**src/rtl/riscv_fetch_queue_pkg.sv**
```systemverilog
// Shared fetch-queue constants: entry record width, PC step.
// Imported by riscv_fetch_queue and riscv_fetch_queue_fifo.
package riscv_defs;

  localparam int unsigned INST_INC   = 4;
  localparam int unsigned PC_W_DEF   = 32;
  localparam int unsigned INST_W_DEF = 32;
  localparam int unsigned ENTRY_W    =
    PC_W_DEF + INST_W_DEF + 1;

  // Record layout is {pc, inst, fault}
  function automatic int entry_w(
    input int pc_w,
    input int inst_w
  );
    return pc_w + inst_w + 1;
  endfunction

endpackage

```
**src/rtl/riscv_fetch_queue_fifo.sv**
```systemverilog
// Circular entry store for the fetch queue: push/pop/flush,
// occupancy; pushes into a full queue without a pop are ignored.
module riscv_fetch_queue_fifo
  import riscv_defs::*;
#(
  parameter int DEPTH = 4,
  parameter int W     = ENTRY_W
) (
  input  logic                   clk_i,
  input  logic                   rst_i,
  input  logic                   flush_i,
  input  logic                   push_i,
  input  logic [W-1:0]           data_i,
  input  logic                   pop_i,
  output logic [W-1:0]           data_o,
  output logic                   valid_o,
  output logic [$clog2(DEPTH):0] level_o
);

  localparam int AW = $clog2(DEPTH);

  logic [W-1:0]  mem [DEPTH];
  logic [AW-1:0] rd_ptr;
  logic [AW-1:0] wr_ptr;
  logic [AW:0]   occ;
  logic          empty;
  logic          full;
  logic          do_push;
  logic          do_pop;

  assign empty   = (occ == '0);
  assign full    = (occ == (AW+1)'(DEPTH));
  assign do_pop  = pop_i && !empty;
  assign do_push = push_i && (!full || do_pop);

  always_ff @(posedge clk_i) begin
    if (!rst_i || flush_i) begin
      rd_ptr <= '0;
      wr_ptr <= '0;
      occ    <= '0;
    end else begin
      if (do_push) wr_ptr <= wr_ptr + AW'(1);
      if (do_pop)  rd_ptr <= rd_ptr + AW'(1);
      unique case ({do_push, do_pop})
        2'b10:   occ <= occ + (AW+1)'(1);
        2'b01:   occ <= occ - (AW+1)'(1);
        default: occ <= occ;
      endcase
    end
  end

  // Storage needs no reset; empty head is masked to zero
  always_ff @(posedge clk_i) begin
    if (rst_i && !flush_i && do_push)
      mem[wr_ptr] <= data_i;
  end

  assign data_o  = empty ? '0 : mem[rd_ptr];
  assign valid_o = !empty;
  assign level_o = occ;

endmodule

```
**src/rtl/riscv_fetch_queue.sv**
```systemverilog
// Fetch queue: credit-based icache requests, in-order responses.
// FETCH_QUEUE_BYPASS_EN: empty-queue response passes through.
module riscv_fetch_queue
  import riscv_defs::*;
#(
  parameter int DEPTH  = 4,
  parameter int PC_W   = 32,
  parameter int INST_W = 32
) (
  input  logic                   clk_i,
  input  logic                   rst_i,
  input  logic [PC_W-1:0]        reset_vector_i,
  input  logic                   branch_i,
  input  logic [PC_W-1:0]        branch_pc_i,
  output logic                   icache_rd_o,
  output logic [PC_W-1:0]        icache_pc_o,
  input  logic                   icache_accept_i,
  input  logic                   icache_valid_i,
  input  logic                   icache_error_i,
  input  logic [INST_W-1:0]      icache_inst_i,
  output logic                   fetch_valid_o,
  output logic [INST_W-1:0]      fetch_instr_o,
  output logic [PC_W-1:0]        fetch_pc_o,
  output logic                   fetch_fault_o,
  input  logic                   fetch_accept_i,
  output logic [$clog2(DEPTH):0] level_o
);

  localparam int LW = $clog2(DEPTH) + 1;
  localparam int EW = entry_w(PC_W, INST_W);

  logic [PC_W-1:0] req_pc;
  logic [PC_W-1:0] resp_pc;
  logic [LW-1:0]   outs;
  logic [LW-1:0]   drop;
  logic [LW-1:0]   occ;
  logic [LW:0]     credit;
  logic [PC_W-1:0] target;
  logic            req_fire;
  logic            resp_keep;
  logic            resp_drop;
  logic            push;
  logic            pop;
  logic [EW-1:0]   resp_entry;
  logic [EW-1:0]   head;
  logic            head_valid;
  logic [EW-1:0]   out_entry;

  assign credit = {1'b0, occ} + {1'b0, outs};
  assign icache_rd_o = rst_i && !branch_i &&
                       (credit < (LW+1)'(DEPTH));
  assign icache_pc_o = req_pc;
  assign req_fire    = icache_rd_o && icache_accept_i;

  assign resp_drop  = icache_valid_i && (drop != '0);
  assign resp_keep  = icache_valid_i && (drop == '0);
  assign resp_entry = {resp_pc, icache_inst_i,
                       icache_error_i};
  assign target     = {branch_pc_i[PC_W-1:2], 2'b00};

`ifdef FETCH_QUEUE_BYPASS_EN
  logic byp;
  assign byp = rst_i && !branch_i && resp_keep &&
               !head_valid;
  assign out_entry     = byp ? resp_entry : head;
  assign fetch_valid_o = head_valid || byp;
  assign push = rst_i && !branch_i && resp_keep &&
                !(byp && fetch_accept_i);
`else
  assign out_entry     = head;
  assign fetch_valid_o = head_valid;
  assign push = rst_i && !branch_i && resp_keep;
`endif

  assign pop = head_valid && fetch_accept_i && !branch_i;
  assign {fetch_pc_o, fetch_instr_o, fetch_fault_o} =
    out_entry;
  assign level_o = occ;

  riscv_fetch_queue_fifo #(
    .DEPTH (DEPTH),
    .W     (EW)
  ) u_fifo (
    .clk_i   (clk_i),
    .rst_i   (rst_i),
    .flush_i (branch_i),
    .push_i  (push),
    .data_i  (resp_entry),
    .pop_i   (pop),
    .data_o  (head),
    .valid_o (head_valid),
    .level_o (occ)
  );

  // Redirect drops every response still owed to old requests
  always_ff @(posedge clk_i) begin
    if (!rst_i) begin
      req_pc  <= reset_vector_i;
      resp_pc <= reset_vector_i;
      outs    <= '0;
      drop    <= '0;
    end else begin
      outs <= outs + LW'(req_fire) - LW'(icache_valid_i);
      if (branch_i) begin
        req_pc  <= target;
        resp_pc <= target;
        drop    <= outs - LW'(icache_valid_i);
      end else begin
        if (req_fire)
          req_pc <= req_pc + PC_W'(INST_INC);
        if (resp_keep)
          resp_pc <= resp_pc + PC_W'(INST_INC);
        if (resp_drop)
          drop <= drop - LW'(1);
      end
    end
  end

endmodule

```
**config.mk**
```make
export PLATFORM = sky130hd
export DESIGN_NAME = riscv_fetch_queue
export DESIGN_NICKNAME = d
export VERILOG_FILES = /design/src/rtl/riscv_fetch_queue_pkg.sv /design/src/rtl/riscv_fetch_queue_fifo.sv /design/src/rtl/riscv_fetch_queue.sv
export SDC_FILE = /design/constraint.sdc
export NUM_CORES = 1
export LEC_CHECK = 0
export CAP_MARGIN = 0
export CORE_MARGIN = 4
export CORE_UTILIZATION = 45
export DETAILED_ROUTE_END_ITERATION = 16
export PLACE_DENSITY = 0.77
export SYNTH_ARGS = -nofsm -noshare
export SYNTH_HDL_FRONTEND = slang
export SYNTH_SLANG_ARGS = --single-unit
```
**constraint.sdc**
```tcl
create_clock -name clk_i -period 8.9 [get_ports clk_i]
set_input_delay 1.78 -clock clk_i [delete_from_list [all_inputs] [get_ports clk_i]]
set_output_delay 1.78 -clock clk_i [all_outputs]
set_load 0.005 [all_outputs]
```
# After elaboration in Yosys (flattened, before gate mapping)
# Memories as Yosys holds them, arrays and structs flattened. A register that Yosys moved wholly into a read port is not among the register bits.
# Index checks and enable logic that the tools add are counted.
[totals]
mem_bits_rw = 260
elab_cells = 61
n_memories = 1
in_bits = 103
out_inout_bits = 102
ff_bits = 77
[op_classes]
muxes = 14
addsub = 11
n_eq_ne = 5
order_cmp = 1
reduce_logical = 22
[memory_table]
columns = ["memory", "words", "word_bits", "rd", "rd_ports_with_merged_regs", "wr", "line_no", "rtl"]
rows = [
  ["u_fifo.mem", 4, 65, 1, 1, 1, "riscv_fetch_queue_fifo.sv:22", "logic [W-1:0] mem [DEPTH];"],
]
[ops]
columns = ["op", "count"]
rows = [
  ["two-way mux 32 bit", 6],
  ["two-way mux 65 bit", 1],
  ["adder 32 x 3 -> 32 bit, second input constant", 2],
  ["logical AND 1 bit", 11],
  ["zero test 3 bit", 2],
  ["two-way mux 3 bit", 2],
  ["!= test 3 x 1 -> 1 bit, second input constant", 2],
  ["one-hot mux 3 bit (2 select lines)", 1],
  ["subtractor 3 x 1 -> 3 bit", 2],
  ["subtractor 3 x 1 -> 3 bit, second input constant", 2],
  ["adder 2 x 1 -> 2 bit, second input constant", 2],
  ["adder 3 x 3 -> 4 bit", 1],
  ["zero test 1 bit", 4],
  ["< comparator 4 x 3 -> 1 bit, second input constant", 1],
  ["two-way mux 2 bit", 2],
  ["nonzero test 2 bit", 2],
  ["adder 3 x 1 -> 3 bit", 1],
  ["adder 3 x 1 -> 3 bit, second input constant", 1],
  ["== test 3 bit, second input constant", 1],
  ["nonzero test 3 bit", 1],
  ["== test 2 x 1 -> 1 bit, second input constant", 1],
  ["== test 2 bit, second input constant", 1],
  ["logical OR 1 bit", 2],
  ["two-way mux 1 bit", 2],
]

# Logic depth before layout (Yosys ltp)
# Gate-level depths: netlist of run 1.
[depth]
word_depth = 10
ltp_mapped = 15
mapped_depth_nobuf = 13

# Cells and area by module
# From an unflattened synthesis of run 1, not the netlist that was laid out.
[hier_totals]
cells_unflattened = 897
area_unflattened_um2 = 14657.8
[by_module_without_submodules]
columns = ["mod", "area_each_um2", "n_inst", "cells_per_inst"]
rows = [
  ["riscv_fetch_queue_fifo", 10382.5, 1, 476],
  ["riscv_fetch_queue", 4275.4, 1, 421],
]

# Worst setup path after synthesis of run 1
# OpenSTA, ideal clock, no wires.
[synth_timing]
path_kind = "in2out"
start = "input rst_i"
end = "output icache_rd_o"
required_ps = 7120
t_arrival_ps = 3039
path_slack_ps = 4081
n_path_buf = 2
stages = 7
path_cell_list = "buf_2 -> inv_2 -> nor2_1 -> inv_2 -> clkbuf_1 -> or4_1 -> a31oi_1"
[synth_between]
elab_chain_len = 2
[synth_lines]
columns = ["item", "line_no", "rtl"]
rows = [
  ["from (decl)", "riscv_fetch_queue.sv:11", "input logic rst_i,"],
  ["logical AND 1 bit (2 in a row)", "riscv_fetch_queue.sv:50", "assign icache_rd_o = rst_i && !branch_i &&"],
  ["to (decl)", "riscv_fetch_queue.sv:15", "output logic icache_rd_o,"],
]
# Every way passes these cells.

# Worst setup path after layout of run 1
# Ends and elaborated chain as after synthesis.

==> impl_metrics.tcl, run 1 <==
set metrics [dict create \
    peakVddDrop_uv 107 \
    synth_top_area_cell "edfxtp_1" \
    fmaxAchievable_ghz 0.152 \
    dp_hpwl_mm 20.0 \
    die_h_um 188 \
    power_density_nw_per_um2 199 \
    drt_iter0_drc 708 \
    setup_viol 0 \
    antenna_found_initial 0 \
    multiInputGateArea_um2 4330 \
    slew_viol_final 0 \
    synth_commonest_cells "edfxtp_1, and2_1, mux4_2" \
    synthesis.instances 901 \
    clk_pin_slew_ns 0.06 \
    htreeDepth 2 \
    cts_tree "built" \
    drcViolationCount 0 \
    run_status "finished clean" \
    max_slew_margin_pct 31.9 \
    portBuffers 202 \
    first_global_vias 8914 \
    root_buffer "clkbuf_16" \
    core_um2 31800 \
    hold_violations 0 \
    die_area_um2 35400 \
    skew_ns 0.0114 \
    total_leakage_power_nw 5.79 \
    ios 205 \
    route.detailed.wl_per_inst_um 20.1 \
    synth_top_area_share_pct 66.6 \
    ys_seq_elements 339 \
    n_fill_cell 2412 \
    cts_resized 0 \
    netlist_top_cells_area "edfxtp_1, mux4_2, and2_1" \
    async_flop_share_pct 0 \
    ys_warn_count 0 \
    crit_path_max_fanout 39 \
    syn2layout_area_growth_pct 24.5 \
    ys_seq_area_share_pct 68.7 \
    syn_nets 1020 \
    dp_slack_ns 2.30 \
    gp_congestion 0.811 \
    yosys_most_used_dff "edfxtp_1" \
    grt.overflow.total 0 \
    required_ns 7.12 \
    antenna_cells 0 \
    grt_pass1_wl_mm 49.6 \
    arrival_ns 4.82 \
    postRouteAntennaNets 0 \
    grt_max_degree 70 \
    firstDrtPassIters 5 \
    hold_buffers 0 \
    rsz0062_at_grt "false" \
    hold_path_class "flop to flop" \
    synthDistinctLibCells 55 \
    syn-cell-area_um2 14600 \
    fin_ws_ns 2.30 \
    area.sequential_um2 10000 \
    cap_violations 0 \
    synth.most_common_cell "edfxtp_1" \
    cts_buffer_depth 3 \
    cts.sinks 339 \
    layout-drive-gt1-share_pct 13.6 \
    route.vias.total 8542 \
    cts_buffers 36 \
    via_per_inst 5.45 \
    r2r_cells 5 \
    finalCritPeriodShare_pct 74.1 \
    syn_area_per_cell_um2 16.2 \
    worstSkewPairLatency_ns 0.51 \
    gr-usage-all-layers_pct 17.6 \
    post_cts_buffers 0 \
    finalSetupTns_ns 0 \
    die_x_um 188 \
    period_needed_ns 6.60 \
    tightest_slew_ns 1.02 \
    initial_core_util_pct 45.9 \
    worstSetupStartpointType "primary input" \
    crit_type "primary input to primary output" \
    endpoint_kind "primary output" \
    wl_mm 31.5 \
    hold_depth 0 \
    final_nets 1227 \
    synth-edff-count 324 \
    row_count 65 \
]
[sequential cells by signal, summed over array words and instances, names as in the netlist, named ones only]
register / cells
drop: 3
icache_pc_o: 32
outs: 3
resp_pc: 32
u_fifo.level_o: 3
u_fifo.mem: 260
u_fifo.rd_ptr: 2
u_fifo.wr_ptr: 2
[kinds of logic (layout without fill, tap and decap cells)]
logic type	Yosys count	in the layout	share of synthesized area (%)
mux	67	67	10.2
buf+inv	63	295	1.76
simple gates	233	233	9.34
fa+ha+maj	16	16	1.47
compound gates	123	123	4.96
flops	339	339	68.7
xor+xnor	60	60	3.60
[cells in the final DEF, fill, tap and decap left out, types with 3 or more instances in the layout]
cell / n
a211oi_1: 6
a21oi_1: 19
a22oi_1: 17
and2_1: 67
and2_4: 4
and3_1: 7
and4_1: 3
buf_4: 8
clkbuf_1: 7
clkbuf_16: 37
clkdlybuf4s50_1: 202
clkinv_1: 7
clkinv_2: 5
dfxtp_1: 13
edfxtp_1: 324
ha_1: 14
inv_1: 19
mux4_2: 65
nand2_1: 35
nand2b_1: 3
nand3_1: 25
nand4_1: 13
nor2_1: 33
nor2b_1: 4
nor3_1: 11
nor4_1: 5
nor4_2: 7
o21a_1: 4
o21ai_0: 53
o21ai_1: 12
xnor2_1: 34
xor2_1: 26
[worst max-delay path: stages]
cell             delay, ns
clkdlybuf4s50_1       0.45
buf_4                 0.28
inv_2                 0.33
nor2_1                0.32
inv_2                 0.35
or4_1                 0.49
a31oi_1               0.25
clkdlybuf4s50_1       0.56
[through the flow]
| step | instance area [um^2] | std cells | power, mW | util, % | hold slack [ns] |
|---|---|---|---|---|---|
| 5_1_grt | 18200 | 1568 | 3.76 | 57.2 | 0.563 |
| 2_1_floorplan | 14600 | 901 | 2.07 | - | 0.459 |
| 6_report | 18200 | 1568 | 3.62 | 57.2 | 0.550 |
| 3_3_place_gp | 17100 | 1505 | 2.24 | 53.7 | 0.494 |
| 4_1_cts | 18200 | 1568 | 3.66 | 57.2 | 0.548 |
| 3_5_place_dp | 17100 | 1505 | 2.25 | 53.7 | 0.530 |
[power breakdown]
| part | total, mW | internal [mW] | switching (mW) | leakage (nW) |
|---|---|---|---|---|
| logic | 0.310 | 0.169 | 0.141 | 2.11 |
| clock network | 1.40 | 0.822 | 0.579 | 0.539 |
| registers | 1.91 | 1.83 | 0.0805 | 3.14 |
| total | 3.62 | 2.82 | 0.801 | 5.79 |
[routing by layer]
metal  GRT usage, %  vias up  wire length [um]  share of wire (%)
met5              0        -                 0                  0
met1           24.2     4240             13500                 43
li1               -     3915                 -                  -
met3           3.52       48              2130                6.8
met2           29.3      339             15200                 48
met4           4.43        0               564                1.8
[worst paths after layout]
| path | startpoint | to | slack (ns) |
|---|---|---|---|
| worst max-delay path | rst_i | icache_rd_o | 2.30 |
| worst min-delay path | resp_pc[1] | u_fifo.mem[0][34] | 0.55 |
| worst min register to register | resp_pc[1] | u_fifo.mem[0][34] | 0.55 |
| worst max register to register | drop[0] | u_fifo.mem[1][14] | 5.91 |
[cell type report]
type                    count  share of cell area (%)
multi-input cells         499                    23.8
inverters                  22                   0.454
repair buffers            210                    11.5
clock inverters            19                   0.867
flip-flops and latches    339                    55.2
well taps                 435                    2.99
clock buffers              44                    5.24
No activity file was read; power rests on OpenSTA's default activity.
==> run 2, diff against run 1 <==
==> constraint.sdc (replaced) <==
create_clock -name clk_i -period 6.85 [get_ports clk_i]
set_input_delay 1.37 -clock clk_i [delete_from_list [all_inputs] [get_ports clk_i]]
set_output_delay 1.37 -clock clk_i [all_outputs]
set_load 0.005 [all_outputs]
==> impl_metrics.tcl, run 2 (synthesis gave the netlist of run 1 again) <==
set metrics [dict create \
    finalSetupTns_ns 0 \
    hold_depth 0 \
    first_global_vias 8679 \
    cts_resized 0 \
    grt.busiest_layer "met2" \
    final_common_cell "edfxtp_1" \
    dp_slack_ns 1.84 \
    ios 205 \
    gp_congestion 0.812 \
    grtUsageMet3_pct 4.08 \
    root_buffer "clkbuf_16" \
    grt.overflow.total 0 \
    wl_mm 30.7 \
    post_cts_buffers 0 \
    max_slew_margin_pct 33.4 \
    skew_ns 0.0174 \
    slew_viol_final 0 \
    htreeDepth 2 \
    die_area_um2 35400 \
    cts.sinks 339 \
    hold_path_class "flop to flop" \
    worstSetupStartpointType "primary input" \
    cap_violations 0 \
    dp_hpwl_mm 19.6 \
    p_comb_share_pct 8.3 \
    route.vias.total 8434 \
    required_ns 5.48 \
    switching_share_pct 21.7 \
    endpoint_kind "primary output" \
    antenna_found_initial 0 \
    worstSkewPairLatency_ns 0.52 \
    crit_type "primary input to primary output" \
    die_x_um 188 \
    largest-register "u_fifo.mem" \
    portBuffers 202 \
    holdWs_ns 0.486 \
    fmaxAchievable_ghz 0.200 \
    min_from "resp_pc[1]" \
    hold_buffers 0 \
    route.detailed.wl_per_inst_um 19.6 \
    initial_core_util_pct 45.9 \
    run_status "finished clean" \
    rrSetupSlack_ns 3.93 \
    total_power_mw 4.77 \
    syn2layout_area_growth_pct 25.0 \
    cts_buffers 36 \
    holdPathEnd "u_fifo.mem[1][34]" \
    gr-usage-all-layers_pct 17.2 \
    seq_power_share_pct 52.0 \
    r2r-start "drop[0]" \
    r2r_cells 5 \
    hold_violations 0 \
    finalCritPeriodShare_pct 73.1 \
    core_um2 31800 \
    largest_register_ffs 260 \
    crit_path_max_fanout 27 \
    via_per_inst 5.37 \
    grt_pass1_wl_mm 48.2 \
    cts_buffer_depth 3 \
    intPower_mw 3.74 \
    total_leakage_power_nw 5.83 \
    tightest_slew_ns 0.999 \
    grt_use_met1_pct 23.9 \
    firstDrtPassIters 5 \
    cts_tree "built" \
    drt_iter0_drc 630 \
    drcViolationCount 0 \
    power_density_nw_per_um2 262 \
    reg2reg_to "u_fifo.mem[1][27]" \
    clk_pin_slew_ns 0.06 \
    final_nets 1229 \
    n_fill_cell 2433 \
    peakVddDrop_uv 148 \
    p_switching_mw 1.04 \
    final_cell_mix "edfxtp_1, clkdlybuf4s50_1, and2_1" \
    period_needed_ns 5.01 \
    setup_viol 0 \
    grt_max_degree 70 \
    layout-drive-gt1-share_pct 14.3 \
    pwr-share-clk_pct 39.7 \
    antenna_cells 0 \
    use_met2_pct 27.5 \
    postRouteAntennaNets 0 \
    fin_ws_ns 1.84 \
    die_h_um 188 \
    arrival_ns 3.64 \
    row_count 65 \
    rsz0062_at_grt "false" \
]
==> run 2: changes by cell type in the layout (fill, tap and decap cells not counted), sizes merged <==
cell,change
clkbuf,-4
buf,+2
bufinv,+2
clkinv,+2
==> run 2: power groups by stage <==
stage | logic, mW | clock network, mW | registers [mW]
floorplan | 0.196 | 0 | 2.49
global placement | 0.393 | 0 | 2.52
detailed placement | 0.400 | 0 | 2.52
CTS | 0.403 | 1.94 | 2.48
global route | 0.440 | 2.03 | 2.49
finish | 0.397 | 1.89 | 2.48
==> run 2: cell type report <==
class	instances	area (um^2)	area share (%)
clock buffer	40	937	5.14
multi-input combinational	499	4330	23.7
timing repair buffer	212	2100	11.5
clock inverter	23	226	1.24
sequential	339	10000	55.0
inverter	22	82.6	0.453
tap	435	544	2.98
==> run 2: how the worst max path moves through the flow <==
stage	depth (start not counted)	slack [ns]	from	to
2_1_floorplan	6	2.56	rst_i	u_fifo.mem[0][0]
3_3_place_gp	8	1.84	rst_i	icache_rd_o
3_5_place_dp	8	1.84	rst_i	icache_rd_o
4_1_cts	8	1.84	rst_i	icache_rd_o
5_1_grt	8	1.66	rst_i	icache_rd_o
6_report	8	1.84	rst_i	icache_rd_o
==> run 2: layer usage <==
layer  routed length (um)  share of wire (%)
met1                13400                 44
met3                 2420                7.9
met4                  570                1.9
met5                    0                  0
met2                14300                 47
==> run 2: worst max-delay path: stages <==
cell	delay, ns
clkdlybuf4s50_1	0.45
buf_4	0.28
inv_2	0.06
nor2_1	0.23
inv_2	0.06
or4_1	0.39
a31oi_1	0.24
clkdlybuf4s50_1	0.56
==> run 2: per-stage QoR <==
step,utilization (%),instance area (um^2),instances
finish,57.4,18200,1570
global route,57.4,18200,1570
CTS,57.4,18200,1570
detailed placement,53.7,17100,1507
global placement,53.7,17100,1507
floorplan,-,14600,901
